[config.mk]
export PLATFORM = sky130hd
export DESIGN_NAME = fb_arbiter
export DESIGN_NICKNAME = d
export VERILOG_FILES = /design/src/rtl/fb_arbiter.sv
export SDC_FILE = /design/constraint.sdc
export NUM_CORES = 1
export LEC_CHECK = 0
export BUFFER_PORTS_ARGS = -buffer_cell sky130_fd_sc_hd__buf_2
export CORE_MARGIN = 2
export CORE_UTILIZATION = 58
export DETAILED_ROUTE_END_ITERATION = 8
export GPL_TIMING_DRIVEN = 0
export PLACE_DENSITY = 0.79
export SYNTH_ARGS = -nofsm -noshare
export SYNTH_HDL_FRONTEND = slang
export SYNTH_SLANG_ARGS = --single-unit
[constraint.sdc]
create_clock -name clk -period 3.8 [get_ports clk]
set_clock_uncertainty 0.2 [all_clocks]
set_input_delay 0 -clock clk [delete_from_list [all_inputs] [get_ports clk]]
set_output_delay 0 -clock clk [all_outputs]
set_load 0.02 [all_outputs]
[src/rtl/fb_arbiter.sv]
// fb_arbiter: shares one single-port framebuffer RAM between a video prefetch FIFO and a CPU port.
// Grants are decided and issued in the same cycle; state holds the previous cycle's operation.
module fb_arbiter #(
    parameter int ADDR_W     = 19,
    parameter int DATA_W     = 8,
    parameter int H_ACTIVE   = 640,
    parameter int V_ACTIVE   = 480,
    parameter int FIFO_DEPTH = 16,
    parameter int STARVE_MAX = 8
) (
    input  logic              clk,
    input  logic              reset,
    input  logic              frame_start,
    input  logic              vid_pop,
    output logic [DATA_W-1:0] vid_pixel,
    output logic              vid_underflow,
    input  logic              cpu_req,
    input  logic              cpu_we,
    input  logic [ADDR_W-1:0] cpu_addr,
    input  logic [DATA_W-1:0] cpu_wdata,
    output logic              cpu_ack,
    output logic [DATA_W-1:0] cpu_rdata,
    output logic              mem_en,
    output logic              mem_we,
    output logic [ADDR_W-1:0] mem_addr,
    output logic [DATA_W-1:0] mem_wdata,
    input  logic [DATA_W-1:0] mem_rdata
);
    localparam int PW = $clog2(FIFO_DEPTH);
    localparam int CW = PW + 1;
    localparam int SW = $clog2(STARVE_MAX + 2);
    localparam logic [ADDR_W-1:0] LAST = ADDR_W'(H_ACTIVE * V_ACTIVE - 1);

    typedef enum logic [1:0] {IDLE, VID, CPU_WR, CPU_RD} state_t;

    state_t            state, op, cop;
    logic              run, done;
    logic [ADDR_W-1:0] addr;
    logic [DATA_W-1:0] fifo [FIFO_DEPTH];
    logic [PW-1:0]     wp, rp;
    logic [CW-1:0]     cnt, occ;
    logic [SW-1:0]     starve;
    logic              push, pop, in_ack, cpu_p, vid_ok, urg;

    always_ff @(posedge clk or negedge reset)
        if (!reset) state <= IDLE;
        else        state <= op;

    // state == VID means a video read is returning this cycle; frame_start discards it as stale
    always_comb begin
        in_ack = state == CPU_WR || state == CPU_RD;
        occ    = cnt + CW'(state == VID);
        push   = state == VID && !frame_start;
        pop    = vid_pop && cnt != '0 && !frame_start;
        cpu_p  = run && cpu_req && !in_ack;
        vid_ok = run && !done && !frame_start && occ < CW'(FIFO_DEPTH);
        urg    = occ <= CW'(FIFO_DEPTH / 2);
        cop    = cpu_we ? CPU_WR : CPU_RD;
        op     = (cpu_p && starve == SW'(STARVE_MAX) && cnt != '0) ? cop :
                 (vid_ok && urg) ? VID : cpu_p ? cop : vid_ok ? VID : IDLE;
    end

    assign mem_en    = op != IDLE;
    assign mem_we    = op == CPU_WR;
    assign mem_addr  = op == VID ? addr : op == IDLE ? '0 : cpu_addr;
    assign mem_wdata = op == CPU_WR ? cpu_wdata : '0;
    assign cpu_ack   = in_ack;
    assign cpu_rdata = state == CPU_RD ? mem_rdata : '0;
    assign vid_pixel = pop ? fifo[rp] : '0;

    always_ff @(posedge clk)
        if (push) fifo[wp] <= mem_rdata;

    // done resets high so scan-out fetching waits for the first frame_start
    always_ff @(posedge clk or negedge reset) begin
        if (!reset) begin
            run           <= 1'b0;
            done          <= 1'b1;
            addr          <= '0;
            wp            <= '0;
            rp            <= '0;
            cnt           <= '0;
            starve        <= '0;
            vid_underflow <= 1'b0;
        end else begin
            run <= 1'b1;
            if (frame_start) begin
                addr <= '0;
                done <= 1'b0;
            end else if (op == VID) begin
                if (addr == LAST) done <= 1'b1;
                else              addr <= addr + 1'b1;
            end
            if (frame_start) begin
                wp  <= '0;
                rp  <= '0;
                cnt <= '0;
            end else begin
                wp  <= wp + PW'(push);
                rp  <= rp + PW'(pop);
                cnt <= cnt + CW'(push) - CW'(pop);
            end
            vid_underflow <= frame_start ? 1'b0 : vid_underflow | (vid_pop && cnt == '0);
            starve <= (op == CPU_WR || op == CPU_RD || in_ack) ? '0 :
                      (cpu_req && starve != SW'(STARVE_MAX)) ? starve + 1'b1 : starve;
        end
    end
endmodule

==> results_dict.tcl, run 1 <==
set metrics [dict create \
    status "complete, no violations" \
    drt_wl_total_mm 17.8 \
    cts_buffer_depth 2 \
    die_h_um 119 \
    cp_max_fo 10 \
    vias 5078 \
    gp_congestion 0.893 \
    synthDistinctLibCells 45 \
    ys_ff_latch 169 \
    async_reset_ff_share_pct 24.3 \
    die_w_um 119 \
    start_util_pct 58.6 \
    post-route-util_pct 69.3 \
    drive_gt1_share_pct 26.7 \
    pre_cts_slack_ns 0.206 \
    grt_pass1_wl_mm 28.1 \
    yosys.area_share.simple_pct 13.5 \
    yosys_warnings 0 \
    fmax_ghz 0.280 \
    grt.overflow.total 0 \
    fp-row-count 42 \
    cts_tree "done" \
    syn_area_mm2 0.00767 \
    gr-usage-all-layers_pct 26.7 \
    fin_ws_ns 0.233 \
    grt_pass1_vias 4981 \
    vdd_drop_max_mv 0.363 \
    reg2reg_depth 14 \
    synth_mux_area_share_pct 11.7 \
    diodes 0 \
    slew_headroom_pct 15.5 \
    wire_per_inst_um 21.2 \
    power_density_mw_per_mm2 517 \
    hold_viol 0 \
    dieArea_mm2 0.0142 \
    root_buffer "clkbuf_16" \
    grt_max_degree 42 \
    path_class "flip-flop to primary output" \
    drtPass1Iterations 5 \
    cp-end-kind "primary output" \
    setup_violations 0 \
    post-route-drc-count 0 \
    synth_compound_gate_area_share_pct 4.36 \
    cp_data_arrival_time_ns 3.37 \
    synth-adder-area-share_pct 3.04 \
    r2r_start "cnt[2]$_DFF_PN0_" \
    nFillCells 859 \
    synth_xor_xnor_area_share_pct 1.37 \
    area_growth_pct 18.3 \
    rrSetupSlack_ns 0.41 \
    p_leak_uw 0.00349 \
    dp_hpwl_mm 11.7 \
    cts_made_buffers 17 \
    syn_area_per_cell_um2 14.4 \
    min_period_ns 3.57 \
    maxSlewViolCount 0 \
    hp-class "input pin to asynchronous set/reset pin" \
    synth-edff-count 128 \
    syn_inst 532 \
    nets 708 \
    synth_ff_type "edfxtp_1" \
    ant_nets 0 \
    vias_per_cell 6.06 \
    rr_endpoint "cnt[4]$_DFF_PN0_" \
    fin_area_mm2 0.00907 \
    cp.required_ns 3.60 \
    syn_nets 591 \
    synth_top_family_by_area "simple AND/OR/NAND/NOR gates" \
    cp-start-kind "flip-flop" \
    core_mm2 0.0131 \
    ctsHtreeMaxLevel 4 \
    fin_crit_sh_pct 93.9 \
    worst_slew_pin_slew_ns 1.26 \
    clk-insertion-delay-late_ns 0.44 \
    place_area_mm2 0.00832 \
    cts_sinks 169 \
    clk_pin_slew_ns 0.06 \
    ios 88 \
    seq_area_frac_synth_pct 63.5 \
    portBuffers 86 \
    max_cap_violations 0 \
    antenna_found_initial 0 \
    drt-initial-drc-count 527 \
]
[worst max-delay path by stage]
stage | from | endpoint | slack [ns] | depth (start not counted)
floorplan | cnt[2]$_DFF_PN0_ | cnt[4]$_DFF_PN0_ | 0.77 | 15
global placement | cnt[2]$_DFF_PN0_ | cnt[4]$_DFF_PN0_ | 0.34 | 15
detailed placement | cnt[2]$_DFF_PN0_ | cnt[4]$_DFF_PN0_ | 0.21 | 15
CTS | state[0]$_DFF_PN0_ | mem_addr[16] | 0.02 | 11
global route | state[0]$_DFF_PN0_ | mem_addr[12] | -0.04 | 12
finish | state[0]$_DFF_PN0_ | mem_addr[17] | 0.23 | 12
[sequential cells by signal, indices dropped and copies added, names as in the netlist]
| register | count |
|---|---|
| vid_underflow | 1 |
| wp | 4 |
| rp | 4 |
| run | 1 |
| fifo | 128 |
| addr | 19 |
| state | 2 |
| starve | 4 |
| cnt | 5 |
| done | 1 |
[worst max-delay path, stage by stage (launching register included)]
cell      delay, ns
dfrtp_1        0.58
nor2b_1        0.25
ha_1           0.22
ha_1           0.23
xnor2_1        0.11
a211oi_2       0.39
o31ai_2        0.13
inv_1          0.09
clkbuf_1       0.28
clkbuf_2       0.33
nand2_1        0.09
nand2_1        0.07
buf_2          0.16
[logic make-up after synthesis]
| kind of cell | count (synthesis) |
|---|---|
| other | 1 |
| AOI/OAI and AO/OA | 51 |
| adders and majority gates | 18 |
| DFF | 169 |
| muxes | 40 |
| buffers and inverters | 44 |
| xor gates and xnor gates | 12 |
| and+or+nand+nor | 197 |
[through the flow]
step                      total power [uW]  TNS [ns]  hold WS (ns)  cells
after global routing                  4850    -0.154         0.120    838
final                                 4690         0        0.0371    838
after detailed placement              2930         0       -0.0202    794
after global placement                2890         0       -0.0264    794
after CTS                             4680         0        0.0726    839
after floorplan                       2680         0        -0.496    532
[layer usage]
metal | share of wire, % | wire, um | up-vias | global-route usage (%)
li1 | - | - | 2288 | -
met4 | 1.8 | 316 | 0 | 8.56
met3 | 7.0 | 1240 | 24 | 5.08
met2 | 51 | 9010 | 220 | 42.7
met1 | 41 | 7240 | 2546 | 37.6
met5 | 0 | 0 | - | 0
[final cells by class]
cell class / count / area (um2) / area share, %
inverters: 12 / 45.0 / 0.496
well taps: 176 / 220 / 2.43
plain buffers: 30 / 138 / 1.52
clock buffers: 18 / 429 / 4.73
multi-input cells: 319 / 2630 / 29.0
repair buffers: 100 / 568 / 6.26
flip-flops and latches: 169 / 4870 / 53.7
clock inverters: 14 / 173 / 1.90
[Yosys cell counts, drive strengths merged, types with 2 or more instances]
cell type  instances  area share (%)
edfxtp           128              50
nand2             53             2.6
dfrtp             40              13
mux4              40              12
nor2              33             1.6
nand3             32             2.1
a21oi             24             1.6
clkbuf            22             1.1
and3              18             1.5
ha                17             2.8
nor2b             16             1.3
o31ai             15             1.5
or4               15             1.5
inv               12            0.59
buf               10            0.78
xnor2              7            0.80
nand4              5            0.41
nor3               5            0.39
xor2               5            0.57
nand2b             4            0.33
nand3b             4            0.39
a211oi             2            0.20
and4               2            0.23
nor4               2            0.16
o21ai              2            0.13
o311ai             2            0.23
o41ai              2            0.23
or3                2            0.16
[power breakdown]
part / leakage (uW) / total, uW / switching [uW] / internal [uW]
sequential: 0.00171 / 2110 / 63.8 / 2040
combinational: 0.00150 / 816 / 455 / 361
clock: 0.000288 / 1760 / 725 / 1040
total: 0.00349 / 4690 / 1240 / 3440
[placed cells by master (no fill, tap or decap), drive strengths merged, types with 2 or more instances in the layout]
cell type	netlist	layout
nand2b	4	4
clkbuf	22	39
or3	2	2
mux4	40	40
o41ai	2	2
nor3	5	5
edfxtp	128	128
dlygate4sd3	0	13
bufinv	0	3
clkinv	0	6
o311ai	2	2
nand3	32	32
ha	17	17
nand2	53	53
nor4	2	2
nor2	33	33
a211oi	2	2
dfrtp	40	40
nand4	5	5
inv	12	15
o31ai	15	15
xnor2	7	7
clkinvlp	0	2
buf	10	96
nand3b	4	4
and4	2	2
a21oi	24	24
xor2	5	5
nor2b	16	16
o21ai	2	2
or4	15	15
and3	18	18
[what timing repair did]
action,in CTS,in global routing
hold buffers,13,0
buffers inserted,0,1
gates cloned,0,0
setup endpoints to repair,7,21
gates resized for setup,1,4
hold endpoints to repair,179,0
pin swaps,0,1
Note: power is estimated with default switching activity, not from simulation.
==> run 2: changes to the inputs <==
--- a/config.mk
+++ b/config.mk
@@ -7,10 +7,9 @@
 export LEC_CHECK = 0
 export BUFFER_PORTS_ARGS = -buffer_cell sky130_fd_sc_hd__buf_2
 export CORE_MARGIN = 2
-export CORE_UTILIZATION = 58
+export CORE_UTILIZATION = 45
 export DETAILED_ROUTE_END_ITERATION = 8
 export GPL_TIMING_DRIVEN = 0
-export PLACE_DENSITY = 0.79
 export SYNTH_ARGS = -nofsm -noshare
 export SYNTH_HDL_FRONTEND = slang
 export SYNTH_SLANG_ARGS = --single-unit
==> constraint.sdc (replaced) <==
create_clock -name clk -period 3.8 [get_ports clk]
set_clock_uncertainty 0.2 [all_clocks]
set_input_delay 0.19 -clock clk [delete_from_list [all_inputs] [get_ports clk]]
set_output_delay 0.19 -clock clk [all_outputs]
set_load 0.02 [all_outputs]
==> results_dict.tcl, run 2 (synthesis results as in run 1) <==
set metrics [dict create \
    drt_wl_total_mm 17.1 \
    grt_pass1_wl_mm 26.8 \
    maxSlewViolCount 0 \
    setup_violations 0 \
    status "complete, no violations" \
    grt.overflow.total 0 \
    fin_crit_sh_pct 94.3 \
    diodes 0 \
    cp_data_arrival_time_ns 3.19 \
    drive_gt1_share_pct 27.3 \
    fin_ws_ns 0.217 \
    drt-initial-drc-count 385 \
    post-route-drc-count 0 \
    critPathSlowestCell "dfrtp_1" \
    area_growth_pct 19.7 \
    max_cap_violations 0 \
    post-route-util_pct 55.2 \
    cts_made_buffers 17 \
    clk_pin_slew_ns 0.06 \
    cts_tree "done" \
    start_util_pct 46.1 \
    cp_max_fo 10 \
    min_period_ns 3.58 \
    core_mm2 0.0166 \
    fp-row-count 47 \
    root_buffer "clkbuf_16" \
    cp.required_ns 3.41 \
    slew_headroom_pct 36.6 \
    critical-path-top-delay-family "buffers and inverters" \
    grt-busiest-layer "met2" \
    crit_chain "nor2b_1 > ha_1 > ha_1 > xnor2_1 > a211oi_2 > o31ai_2 > inv_1 > clkbuf_1 > buf_2 > nand2_1 > nand2_1 > buf_2" \
    final_common_cell "edfxtp_1" \
    met3_usage_pct 4.62 \
    dp_hpwl_mm 11.8 \
    vias 4895 \
    worst_slew_pin_slew_ns 0.951 \
    dieArea_mm2 0.0181 \
    ant_nets 0 \
    layout.cells.non_filler 884 \
    grt_use_met1_pct 28.8 \
    top_regs "fifo: 128 flops, addr: 19 flops, cnt: 5 flops" \
    whs_ns 0.249 \
    portBuffers 86 \
    grt_pass1_vias 4808 \
    drtPass1Iterations 4 \
    cp_num_buf_inv 4 \
    ios 88 \
    fmax_ghz 0.279 \
    hold_viol 0 \
    nFillCells 1369 \
    vias_per_cell 5.54 \
    die_h_um 135 \
    wire_per_inst_um 19.3 \
    gr-usage-all-layers_pct 19.8 \
    cp-end-kind "primary output" \
    gr-usage-met2_pct 29.7 \
    cts_sinks 169 \
    rsz0062_at_grt "false" \
    p_leak_uw 0.00352 \
    clk-insertion-delay-late_ns 0.43 \
    largest_register_ffs 128 \
    die_w_um 135 \
    power_density_mw_per_mm2 518 \
    nets 710 \
    regMostFlops "fifo" \
    pre_cts_slack_ns 0.225 \
    cp-start-kind "flip-flop" \
    setup-tns-final_ns 0 \
    gp_congestion 0.860 \
    place_inst 840 \
    vdd_drop_max_mv 0.320 \
    antenna_found_initial 0 \
    mostFrequentLayoutCells "edfxtp_1 (128), buf_2 (93), nand2_1 (53)" \
    hp-class "input pin to asynchronous set/reset pin" \
    path_class "flip-flop to primary output" \
    ctsHtreeMaxLevel 4 \
    grt_max_degree 42 \
    cts_buffer_depth 2 \
    cpPeakStageDelay_ns 0.52 \
]
==> run 2: path summary, 6_finish.rpt <==
check / startpoint / cells after the start / endpoint / slack (ns)
min in group clk: vid_underflow$_DFF_PN0_ / 2 / vid_underflow$_DFF_PN0_ / 0.31
worst min register to register: vid_underflow$_DFF_PN0_ / 2 / vid_underflow$_DFF_PN0_ / 0.31
worst max register to register: cnt[2]$_DFF_PN0_ / 14 / cnt[4]$_DFF_PN0_ / 0.51
worst min-delay path: reset / 2 / vid_underflow$_DFF_PN0_ / 0.25
worst max-delay path: state[0]$_DFF_PN0_ / 12 / mem_addr[10] / 0.22
max in group asynchronous: reset / 2 / addr[17]$_DFFE_PN0P_ / 2.55
==> run 2: cell type report <==
cell class                      instances  area [um2]  share of cell area [%]
Buffer                                 30         138                    1.50
Clock buffer                           17         425                    4.63
Clock inverter                         15         214                    2.33
Inverter                               12        45.0                   0.491
Multi-Input combinational cell        319        2630                    28.6
Sequential cell                       169        4870                    53.1
Tap cell                              220         275                    3.00
Timing Repair Buffer                  102         583                    6.35
==> run 2: per-stage QoR <==
| step | cell area (um2) | total power, uW |
|---|---|---|
| 2_1_floorplan | 7670 | 2680 |
| 3_3_place_gp | 8370 | 2900 |
| 3_5_place_dp | 8400 | 2920 |
| 4_1_cts | 9170 | 4770 |
| 5_1_grt | 9180 | 4930 |
| 6_report | 9180 | 4750 |
==> run 2: repair_timing <==
| action | CTS | global route |
|---|---|---|
| setup buffers | 0 | 1 |
| setup endpoints to repair | 10 | 20 |
| pin swaps | 0 | 1 |
| resized for setup | 1 | 5 |
| hold buffers | 13 | 0 |
| endpoints found under the hold margin | 175 | 0 |
==> run 2: layer usage <==
metal  vias up  part of all wire (%)
met3        26                   4.4
met4         0                   2.1
li1       2276                     -
met1      2470                    47
met2       123                    47
met5         -                     0
==> run 2: power by group <==
group | internal (uW) | leakage, uW | switching, uW
clock network | 1110 | 0.000303 | 744
registers | 2040 | 0.00171 | 60.8
logic | 357 | 0.00151 | 433
total | 3510 | 0.00352 | 1240
==> run 3: changes to the inputs <==
--- a/config.mk
+++ b/config.mk
@@ -10,6 +10,7 @@
 export CORE_UTILIZATION = 45
 export DETAILED_ROUTE_END_ITERATION = 8
 export GPL_TIMING_DRIVEN = 0
+export PLACE_DENSITY = 0.72
 export SYNTH_ARGS = -nofsm -noshare
 export SYNTH_HDL_FRONTEND = slang
 export SYNTH_SLANG_ARGS = --single-unit
==> results_dict.tcl, run 3 (synthesis results as in run 1) <==
set metrics [dict create \
    fin_area_mm2 0.00917 \
    hp-class "input pin to asynchronous set/reset pin" \
    grt_use_met1_pct 28.1 \
    core_mm2 0.0166 \
    critPathSlowestCell "dfrtp_1" \
    cp_max_fo 19 \
    slew_headroom_pct 35.4 \
    clk_pin_slew_ns 0.07 \
    top_regs "fifo: 128 flops, addr: 19 flops, cnt: 5 flops" \
    grt.overflow.total 0 \
    cpPeakStageDelay_ns 0.56 \
    post-route-util_pct 55.1 \
    diodes 0 \
    gp_congestion 0.864 \
    gr-usage-met2_pct 31.8 \
    final_common_cell "edfxtp_1" \
    maxSlewViolCount 0 \
    rrSetupSlack_ns 0.47 \
    min_period_ns 3.63 \
    clk-insertion-delay-late_ns 0.43 \
    cp_data_arrival_time_ns 3.24 \
    vias_per_cell 5.65 \
    dp_hpwl_mm 11.8 \
    ant_nets 0 \
    cp-start-kind "flip-flop" \
    max_cap_violations 0 \
    die_h_um 135 \
    fmax_ghz 0.276 \
    nFillCells 1300 \
    wire_per_inst_um 20.0 \
    p_leak_uw 0.00353 \
    status "complete, no violations" \
    fin_crit_sh_pct 95.4 \
    root_buffer "clkbuf_16" \
    ctsHtreeMaxLevel 4 \
    antenna_found_initial 0 \
    mostFrequentLayoutCells "edfxtp_1 (128), buf_2 (93), nand2_1 (53)" \
    start_util_pct 46.1 \
    post-route-drc-count 0 \
    grt_pass1_vias 4990 \
    grt_pass1_wl_mm 27.5 \
    reg2reg_depth 14 \
    drive_gt1_share_pct 27.4 \
    setup_violations 0 \
    crit_chain "nor2b_1 > ha_1 > ha_1 > and3_1 > o211ai_1 > o31ai_2 > buf_2 > nand3_1 > nand2_1 > buf_2" \
    cp.required_ns 3.41 \
    p_total_uw 4740 \
    area_growth_pct 19.5 \
    gr-usage-all-layers_pct 20.3 \
    cp_num_buf_inv 2 \
    regMostFlops "fifo" \
    largest_register_ffs 128 \
    place_inst 838 \
    cts_made_buffers 17 \
    hold_viol 0 \
    vdd_drop_max_mv 0.332 \
    rr_endpoint "cnt[4]$_DFF_PN0_" \
    portBuffers 86 \
    nets 707 \
    power_density_mw_per_mm2 518 \
    cts_tree "done" \
    worst_slew_pin_slew_ns 0.963 \
    cts_buffer_depth 2 \
    vias 4979 \
    dieArea_mm2 0.0181 \
    ios 88 \
    r2r_start "cnt[3]$_DFF_PN0_" \
    drtPass1Iterations 5 \
    die_w_um 135 \
    layout.cells.non_filler 881 \
    cp-end-kind "primary output" \
    cts_sinks 169 \
    fp-row-count 47 \
    met3_usage_pct 4.32 \
    grt_max_degree 42 \
    path_class "flip-flop to primary output" \
    drt-initial-drc-count 387 \
    place_area_mm2 0.00839 \
    setup-tns-final_ns 0 \
    critical-path-top-delay-family "simple AND/OR/NAND/NOR gates" \
    drt_wl_total_mm 17.6 \
    grt-busiest-layer "met2" \
]
run 3: changes by cell type in the layout (fill, tap and decap cells not counted), moves of 2 or more:
cell | before | now
buf_4 | 5 | 3
inv_8 | 1 | 3
nor3_2 | 3 | 5
clkinvlp_4 | 3 | 0
nor3_1 | 2 | 0
run 3: worst max path at each step:
stage / from / endpoint / slack [ns] / cells past startpoint
2_1_floorplan: cnt[2]$_DFF_PN0_ / cnt[4]$_DFF_PN0_ / 0.77 / 15
3_3_place_gp: cnt[2]$_DFF_PN0_ / cnt[4]$_DFF_PN0_ / 0.29 / 15
5_1_grt: state[0]$_DFF_PN0_ / mem_addr[16] / -0.006 / 10
6_report: state[0]$_DFF_PN0_ / mem_addr[16] / 0.17 / 10
3_5_place_dp: cnt[3]$_DFF_PN0_ / cnt[4]$_DFF_PN0_ / 0.16 / 15
4_1_cts: state[0]$_DFF_PN0_ / mem_addr[12] / 0.09 / 12
run 3: timing repair:
action,4_1_cts,5_1_grt
endpoints found under the setup margin,19,20
hold buffers,13,0
cloned,0,0
resized for setup,3,2
buffers inserted,0,1
pin swaps,0,1
endpoints found under the hold margin,173,0
run 3: per-stage QoR:
stage                     hold slack [ns]  setup WS, ns
after floorplan                    -0.306         0.770
after global placement              0.167         0.294
after detailed placement            0.173         0.160
after CTS                           0.265        0.0878
after global routing                0.323      -0.00600
final                               0.239         0.175
run 3: where the power goes:
group          leakage [uW]  switching, uW  internal, uW
Sequential          0.00171           66.9          2040
Clock              0.000312            771          1060
Combinational       0.00151            442           357
Total               0.00353           1280          3460
run 3: area by class of cell:
| cell class | count | area (um2) | area share, % |
|---|---|---|---|
| buffer | 29 | 134 | 1.46 |
| clock buffer | 17 | 425 | 4.64 |
| clock inverter | 15 | 209 | 2.28 |
| inverter | 12 | 45.0 | 0.491 |
| multi-input combinational | 319 | 2640 | 28.8 |
| sequential | 169 | 4870 | 53.1 |
| tap | 220 | 275 | 3.00 |
| timing repair buffer | 100 | 568 | 6.20 |
run 3: metal layers:
| layer | wire (um) | vias to the layer above |
|---|---|---|
| li1 | - | 2270 |
| met1 | 7600 | 2498 |
| met2 | 8580 | 182 |
| met3 | 1050 | 29 |
| met4 | 379 | 0 |
| met5 | 0 | - |
